## config.mk

```make
export PLATFORM = sky130hd
export DESIGN_NAME = store_buffer
export DESIGN_NICKNAME = d
export VERILOG_FILES = /design/src/rtl/store_buffer_pkg.sv /design/src/rtl/sb_addr_match.sv /design/src/rtl/store_buffer.sv
export SDC_FILE = /design/constraint.sdc
export NUM_CORES = 1
export LEC_CHECK = 0
export CAP_MARGIN = 20
export CORE_AREA = 2 2 161 163
export CTS_BUF_LIST = sky130_fd_sc_hd__clkbuf_16
export DETAILED_ROUTE_END_ITERATION = 16
export DIE_AREA = 0 0 163 165
export PLACE_DENSITY_LB_ADDON = 0.15
export SLEW_MARGIN = 0
export SYNTH_ARGS = -nofsm -noshare
export SYNTH_HDL_FRONTEND = slang
export SYNTH_HIERARCHICAL = 1
export SYNTH_SLANG_ARGS = --single-unit
```

## constraint.sdc

```tcl
create_clock -name clk -period 4.1 [get_ports clk]
set_clock_uncertainty 0.1 [all_clocks]
set_input_delay 0.41 -clock clk [delete_from_list [all_inputs] [get_ports clk]]
set_output_delay 0.41 -clock clk [all_outputs]
set_load 0.01 [all_outputs]
```

## src/rtl/store_buffer_pkg.sv

```systemverilog
// store_buffer_pkg: memory-stage width codes, buffer depth and entry record
package store_buffer_pkg;
  localparam logic [2:0] F3_B  = 3'b000;
  localparam logic [2:0] F3_H  = 3'b001;
  localparam logic [2:0] F3_W  = 3'b010;
  localparam logic [2:0] F3_BU = 3'b100;
  localparam logic [2:0] F3_HU = 3'b101;
  localparam int SB_DEPTH = 4;
  typedef struct packed {
    logic [31:0] addr;
    logic [31:0] data;
    logic [2:0]  funct3;
  } sb_entry_t;
endpackage

```

## src/rtl/sb_addr_match.sv

```systemverilog
// sb_addr_match: word-address compare of a load against every occupied entry
module sb_addr_match #(
  parameter int DEPTH = 4
) (
  input  logic [DEPTH*30-1:0] i_words,
  input  logic [DEPTH-1:0]    i_valid,
  input  logic [29:0]         i_ld_word,
  output logic                o_hit
);
  logic [DEPTH-1:0] w_eq;
  for (genvar g = 0; g < DEPTH; g++) begin : g_cmp
    assign w_eq[g] = i_valid[g] && (i_words[g*30 +: 30] == i_ld_word);
  end
  assign o_hit = |w_eq;
endmodule

```

## src/rtl/store_buffer.sv

```systemverilog
// store_buffer: posted-write FIFO sharing one data-memory port with loads
module store_buffer
  import store_buffer_pkg::*;
#(
  parameter int DEPTH = SB_DEPTH,
  parameter int CNT_W = $clog2(DEPTH) + 1
) (
  input  logic             clk,
  input  logic             reset,
  input  logic             st_valid,
  output logic             st_ready,
  input  logic [31:0]      st_addr,
  input  logic [31:0]      st_data,
  input  logic [2:0]       st_funct3,
  input  logic             ld_valid,
  input  logic [31:0]      ld_addr,
  input  logic [2:0]       ld_funct3,
  output logic             ld_stall,
  output logic             ld_rsp_valid,
  output logic [31:0]      mem_sum,
  output logic [31:0]      mem_wdata,
  output logic             mem_write,
  output logic             mem_read,
  output logic [2:0]       mem_funct3,
  output logic [CNT_W-1:0] count,
  output logic             empty
);
  localparam int PTR_W = $clog2(DEPTH);
  sb_entry_t          r_mem [DEPTH];
  logic [PTR_W-1:0]   r_head, r_tail;
  logic [CNT_W-1:0]   r_count;
  logic               r_ld_rsp;
  logic [DEPTH-1:0]   w_valid;
  logic [DEPTH*30-1:0] w_words;
  logic               w_hit, w_not_full, w_issue, w_drain, w_push;
  sb_entry_t          w_head;
  // occupancy mask: entry i is live when its distance from head is below count
  always_comb begin
    logic [PTR_W-1:0] off;
    off = '0;
    w_valid = '0;
    w_words = '0;
    for (int i = 0; i < DEPTH; i++) begin
      off = PTR_W'(i) - r_head;
      w_valid[i] = {1'b0, off} < r_count;
      w_words[i*30 +: 30] = r_mem[i].addr[31:2];
    end
  end
  sb_addr_match #(.DEPTH(DEPTH)) u_match (
    .i_words  (w_words),
    .i_valid  (w_valid),
    .i_ld_word(ld_addr[31:2]),
    .o_hit    (w_hit)
  );
  assign w_head     = r_mem[r_head];
  assign w_not_full = r_count < CNT_W'(DEPTH);
  assign st_ready   = reset && w_not_full;
  assign w_push     = st_valid && st_ready;
  assign w_issue    = reset && ld_valid && !w_hit && w_not_full;
  assign w_drain    = reset && !w_issue && (r_count != '0);
  always_comb begin
    mem_read   = w_issue;
    mem_write  = w_drain;
    mem_sum    = w_issue ? ld_addr : w_drain ? w_head.addr : '0;
    mem_wdata  = w_drain ? w_head.data : '0;
    mem_funct3 = w_issue ? ld_funct3 : w_drain ? w_head.funct3 : '0;
    ld_stall   = ld_valid && !w_issue;
  end
  always_ff @(posedge clk) begin
    if (w_push) r_mem[r_tail] <= '{addr: st_addr, data: st_data, funct3: st_funct3};
  end
  always_ff @(posedge clk or negedge reset) begin
    if (!reset) begin
      r_head   <= '0;
      r_tail   <= '0;
      r_count  <= '0;
      r_ld_rsp <= 1'b0;
    end else begin
      if (w_push) r_tail <= r_tail + 1'b1;
      if (w_drain) r_head <= r_head + 1'b1;
      r_count  <= r_count + CNT_W'(w_push) - CNT_W'(w_drain);
      r_ld_rsp <= w_issue;
    end
  end
  assign count        = r_count;
  assign empty        = r_count == '0;
  assign ld_rsp_valid = r_ld_rsp;
endmodule

```

# Yosys cells after proc, flatten, opt, wreduce, memory -nomap -nowiden
# Memories as Yosys holds them, arrays and structs flattened.
# Index checks and enable logic that the tools add are counted.
# W data, S select, Z words.
# word_totals
ff_bits	8
ram_bits	268
output_inout_bits	76
elab_cells	46
mem_count	1
# mem_list
name	depth	width	read_ports	rd_ports_with_merged_regs	wr	line	source
r_mem	4	67	5	0	1	store_buffer.sv:29	sb_entry_t r_mem [DEPTH];
# classes
add_sub_neg	8
magnitude_cmp	5
eq_ne	4
muxes	7
n_reduce_logical	17
# ops
operator	count
$eq A30 B30 Y1	4
$mux W32	3
$logic_and A1 B1 Y1	12
$lt A2 B3 Y1	4
$mux W3	2
$add A2 B1 Y2 const B	2
$reduce_or A4 Y1	1
$sub A1 B2 Y2 const A	2
$sub A2 B2 Y2 const A	2
$add A3 B1 Y3	1
$logic_not A3 Y1	1
$lt A3 B3 Y1 const B	1
$reduce_bool A3 Y1	1
$sub A3 B1 Y3	1
$logic_not A1 Y1	2
$mux W1	2

# Longest topological paths before layout
# depth
word_depth	12
mapped_depth	23

# Hierarchy
# The synthesis kept the hierarchy.
# by_module_without_submodules
module	n_inst	cells_each	area_each_um2	seq_area_each_um2
store_buffer	1	491	10842.9	8247.9
sb_addr_match	1	168	1388.8	0.0

# Least setup slack after synthesis
# Ideal clock, no wire load.
# synth_path
path_kind	register to register
from	register r_head[1]
to	register r_count[2] (netlist: count[2])
setup_time_ns	0.125
t_arrival_ns	3.838
path_slack_ns	0.037
stages_incl_launch_ff	24
period_less_slack_ns	4.063
cell_sequence	dfrtp_1 > buf_2 > clkbuf_1 > xor2_1 > inv_1 > ha_1 > a21oi_1 > or2_2 > nand4_1 > nor4_1 > nand4_1 > nand4_1 > nand2b_1 > a21oi_2 > nor2b_1 > buf_6 > clkbuf_1 > ha_1 > inv_1 > ha_1 > inv_1 > fa_1 > xnor2_1 > xnor2_1
# synth_between
elab_chain_len	11
# synth_rtl
element	line	source
from (decl)	store_buffer.sv:30	logic [PTR_W-1:0] r_head, r_tail;
from (signal assigned)	store_buffer.sv:80	if (w_drain) r_head <= r_head + 1'b1;
$sub A2 B2 Y2	store_buffer.sv:44	off = PTR_W'(i) - r_head;
$lt A2 B3 Y1	store_buffer.sv:45	w_valid[i] = {1'b0, off} < r_count;
named net w_valid[2]	store_buffer.sv:33	logic [DEPTH-1:0] w_valid;
$logic_and A1 B1 Y1	sb_addr_match.sv:12	assign w_eq[g] = i_valid[g] && (i_words[g*30 +: 30] == i_ld_word);
$reduce_or A4 Y1	sb_addr_match.sv:14	assign o_hit = |w_eq;
named net w_hit	store_buffer.sv:35	logic w_hit, w_not_full, w_issue, w_drain, w_push;
$logic_not A1 Y1	store_buffer.sv:59	assign w_issue = reset && ld_valid && !w_hit && w_not_full;
$logic_and A1 B1 Y1 (2 in series)	store_buffer.sv:59	
$logic_not A1 Y1	store_buffer.sv:60	assign w_drain = reset && !w_issue && (r_count != '0);
$logic_and A1 B1 Y1 (2 in series)	store_buffer.sv:60	
named net mem_write	store_buffer.sv:22	output logic mem_write,
$sub A3 B1 Y3	store_buffer.sv:81	r_count <= r_count + CNT_W'(w_push) - CNT_W'(w_drain);
to (signal assigned)	store_buffer.sv:81	
to (decl)	store_buffer.sv:31	logic [CNT_W-1:0] r_count;
# The timed path passes the listed nets, and every way through them passes these cells.
# A chain may end at the register's enable or synchronous reset.

# Final worst setup path
# layout_path
from	register r_head[1]
to	output port mem_sum[19]
# layout_between
elab_chain_len	12
# layout_rtl
element	line	source
$sub A1 B2 Y2 (*)	store_buffer.sv:44	
$lt A2 B3 Y1 (*)	store_buffer.sv:45	
named net w_valid[0]	store_buffer.sv:33	
$logic_and A1 B1 Y1 (*)	sb_addr_match.sv:12	
$reduce_or A4 Y1 (*)	sb_addr_match.sv:14	
named net w_hit	store_buffer.sv:35	
$logic_not A1 Y1 (*)	store_buffer.sv:59	
$logic_and A1 B1 Y1 (*) (2 in series)	store_buffer.sv:59	
$logic_not A1 Y1	store_buffer.sv:60	
$logic_and A1 B1 Y1 (2 in series)	store_buffer.sv:60	
$mux W32	store_buffer.sv:64	mem_sum = w_issue ? ld_addr : w_drain ? w_head.addr : '0;
$mux W32 (*)	store_buffer.sv:64	
to (decl)	store_buffer.sv:20	output logic [31:0] mem_sum,
# The timed path passes the listed nets; every way through them passes the cells marked *.

==> metrics.yaml <==
final_area_mm2: 0.0159
clock-sinks: 276
htreeDepth: 1
setup_ws_ps: -76.7
gp_congestion: 0.835
drv_slew: 0
syn_nets: 776
clockBufferDepth: 3
antenna_found_initial: 2
grt_overflow: 0
drt_first_pass_iters: 4
fmax_mhz: 239
num_rows: 58
cp_max_fo: 10
ys_top_cells_by_area: "edfxtp_1 (66%), mux4_2 (12%), xnor2_1 (5.6%), xor2_1 (3.3%), a22o_1 (2.5%)"
power.density_mw_per_mm2: 576
grt_pass1_wl_um: 44100
synth-simple-area-share_pct: 4.76
switchingPower_mw: 2.60
power_frac_clock_pct: 28.1
yosysWarnings: 6
final_common_cell: "edfxtp_1"
power_switching_share_pct: 28.5
grt_max_degree: 38
dieArea_mm2: 0.0269
period_share_pct: 102
synth-seq-cells: 276
power.total_mw: 9.13
fin_crit_ps: 4180
postRouteAntennaNets: 0
clock_latency_ps: 530
finalSetupViolations: 36
avgViaCountPerCell: 5.50
cp.arrival_ps: 3670
timing.critical_path.from_type: "register"
peakVddDrop_mv: 0.447
drive_gt1_share_pct: 32.4
synth-edff-count: 268
tns_ps: -983
synth_flop_cell: "edfxtp_1"
die_y_um: 165
track_usage_pct: 22.0
root_buffer: "clkbuf_16"
fillers: 1818
violations: "negative setup slack"
critPathRequiredTime_ps: 3590
criticalPathCategory: "register to primary output"
hold_viol: 0
synthMuxAreaShare_pct: 12.3
maxCapViolations: 0
ios: 182
portBuffers: 181
status: "finished with violations"
routed_wl_um: 29300
cts_buffers: 29
die_w_um: 163
synth_top_cell_by_area: "edfxtp_1"
async_flop_share_pct: 2.90
hold_class: "input port to async pin"
syn_inst: 659
post_dp_cell_area_mm2: 0.0147
nNetsFinal: 1026
core_mm2: 0.0250
synth_compound_area_share_pct: 2.84
mostFrequentLayoutCells: "edfxtp_1 (268), clkdlybuf4s50_1 (111), xnor2_1 (77), mux4_2 (67), buf_4 (54)"
synth_fa_ha_area_share_pct: 1.19
dp_hpwl_um: 19300
intPower_mw: 6.53
worst_slew_pin_slew_ps: 793
dr.first_iter.drc_count: 332
synthToLayoutAreaGrowth_pct: 29.6
synth_top_family_by_area: "multiplexers"
synth-xor-area-share_pct: 9.14
synthesis.area_mm2: 0.0122
vias: 6944
ys_seq_area_share_pct: 67.4
start_util_pct: 48.9
yosysTopAreaCellShare_pct: 65.8
syn_avg_cell_area_um2: 18.6
rsz0062_at_grt: "true"
cts_tree: "built"
yosysUniqueCellTypes: 30
worstSetupEndpointType: "primary output"
p_seq_share_pct: 37.9
leakage_nw: 5.53
relSlewSlack_pct: 47.1
grt_pass1_vias: 7519
detail_route.wl_per_cell_um: 23.2
path_clk_slew_ps: 60
combPwrFrac_pct: 34.0
drc: 0
registers in the layout (all words and copies together) (netlist names):
signal,count
r_mem,268
count,3
r_head,2
r_tail,2
ld_rsp_valid,1
cell type report:
| type | instances | area [um^2] | area share, % |
|---|---|---|---|
| diodes | 3 | 7.51 | 0.0473 |
| clock buffers | 29 | 726 | 4.58 |
| clock inverters | 23 | 209 | 1.32 |
| inverters | 9 | 33.8 | 0.213 |
| multi-input cells | 339 | 3870 | 24.4 |
| flip-flops and latches | 276 | 8260 | 52.1 |
| well taps | 330 | 413 | 2.60 |
| repair buffers | 254 | 2340 | 14.8 |
worst max-delay path: stages (launching register included):
cell,delay (ps)
dfrtp_4,500
xor2_2,190
ha_1,290
a21oi_2,130
or2_4,120
nand4_1,200
nor4_4,340
nand4_1,130
nand4_1,110
nand2b_4,140
buf_6,100
a21oi_4,50
nor2b_4,140
buf_6,140
buf_12,130
buf_6,120
a22o_1,150
buf_2,140
per-stage QoR:
| stage | hold slack, ps | util, % | setup WS [ps] | instances |
|---|---|---|---|---|
| 2_1_floorplan | 14.4 | - | 37.4 | 659 |
| 3_3_place_gp | 500 | 58.9 | -307 | 1189 |
| 3_5_place_dp | 530 | 58.9 | -258 | 1189 |
| 4_1_cts | 206 | 62.7 | -65.3 | 1259 |
| 5_1_grt | 182 | 63.3 | -255 | 1260 |
| 6_report | 195 | 63.3 | -76.7 | 1263 |
power by group through the flow:
stage / combinational, mW / sequential (mW) / clock, mW
6_report: 3.10 / 3.46 / 2.57
5_1_grt: 3.33 / 3.48 / 2.73
4_1_cts: 2.95 / 3.46 / 2.62
3_5_place_dp: 3.01 / 3.51 / 0
3_3_place_gp: 2.98 / 3.50 / 0
2_1_floorplan: 1.82 / 3.49 / 0
synthesized netlist by cell type, types with 9 or more instances:
| master | number |
|---|---|
| nand4_1 | 25 |
| a22o_1 | 35 |
| buf_6 | 12 |
| mux4_2 | 67 |
| buf_2 | 11 |
| xnor2_1 | 78 |
| inv_1 | 9 |
| ha_1 | 10 |
| edfxtp_1 | 268 |
| xor2_1 | 46 |
| and2_1 | 33 |
| nor4_1 | 16 |
final timing paths:
kind                        startpoint            to  slack, ps  cells past startpoint
hold reg to reg              r_tail[1]     r_tail[1]        560                      2
max in group asynchronous        reset     r_head[1]       3540                      2
setup reg to reg             r_head[1]      count[2]        -50                     22
hold / removal                   reset      count[2]        200                      2
setup / recovery             r_head[1]   mem_sum[19]        -80                     17
min in group clk           st_data[14]  r_mem[1][17]        410                      1
logic make-up after synthesis:
family,after synthesis
xor+xnor,126
fa+ha+maj,11
buf+inv,44
mux,67
flops,276
simple gates,93
compound gates,42
routing by layer:
metal / vias up / track usage [%] / wire [um]
met2: 209 / 38.0 / 14900
met1: 3573 / 28.5 / 11800
met5: - / 0 / 0
met4: 0 / 5.51 / 610
li1: 3119 / - / -
met3: 43 / 4.80 / 1990
repair_timing:
action,in CTS,in global routing
gates resized for setup,233,113
cloned,1,0
hold buffers,0,0
pin swaps,9,12
endpoints found under the setup margin,70,71
setup buffers,18,1
(Power assumes the default switching activity.)
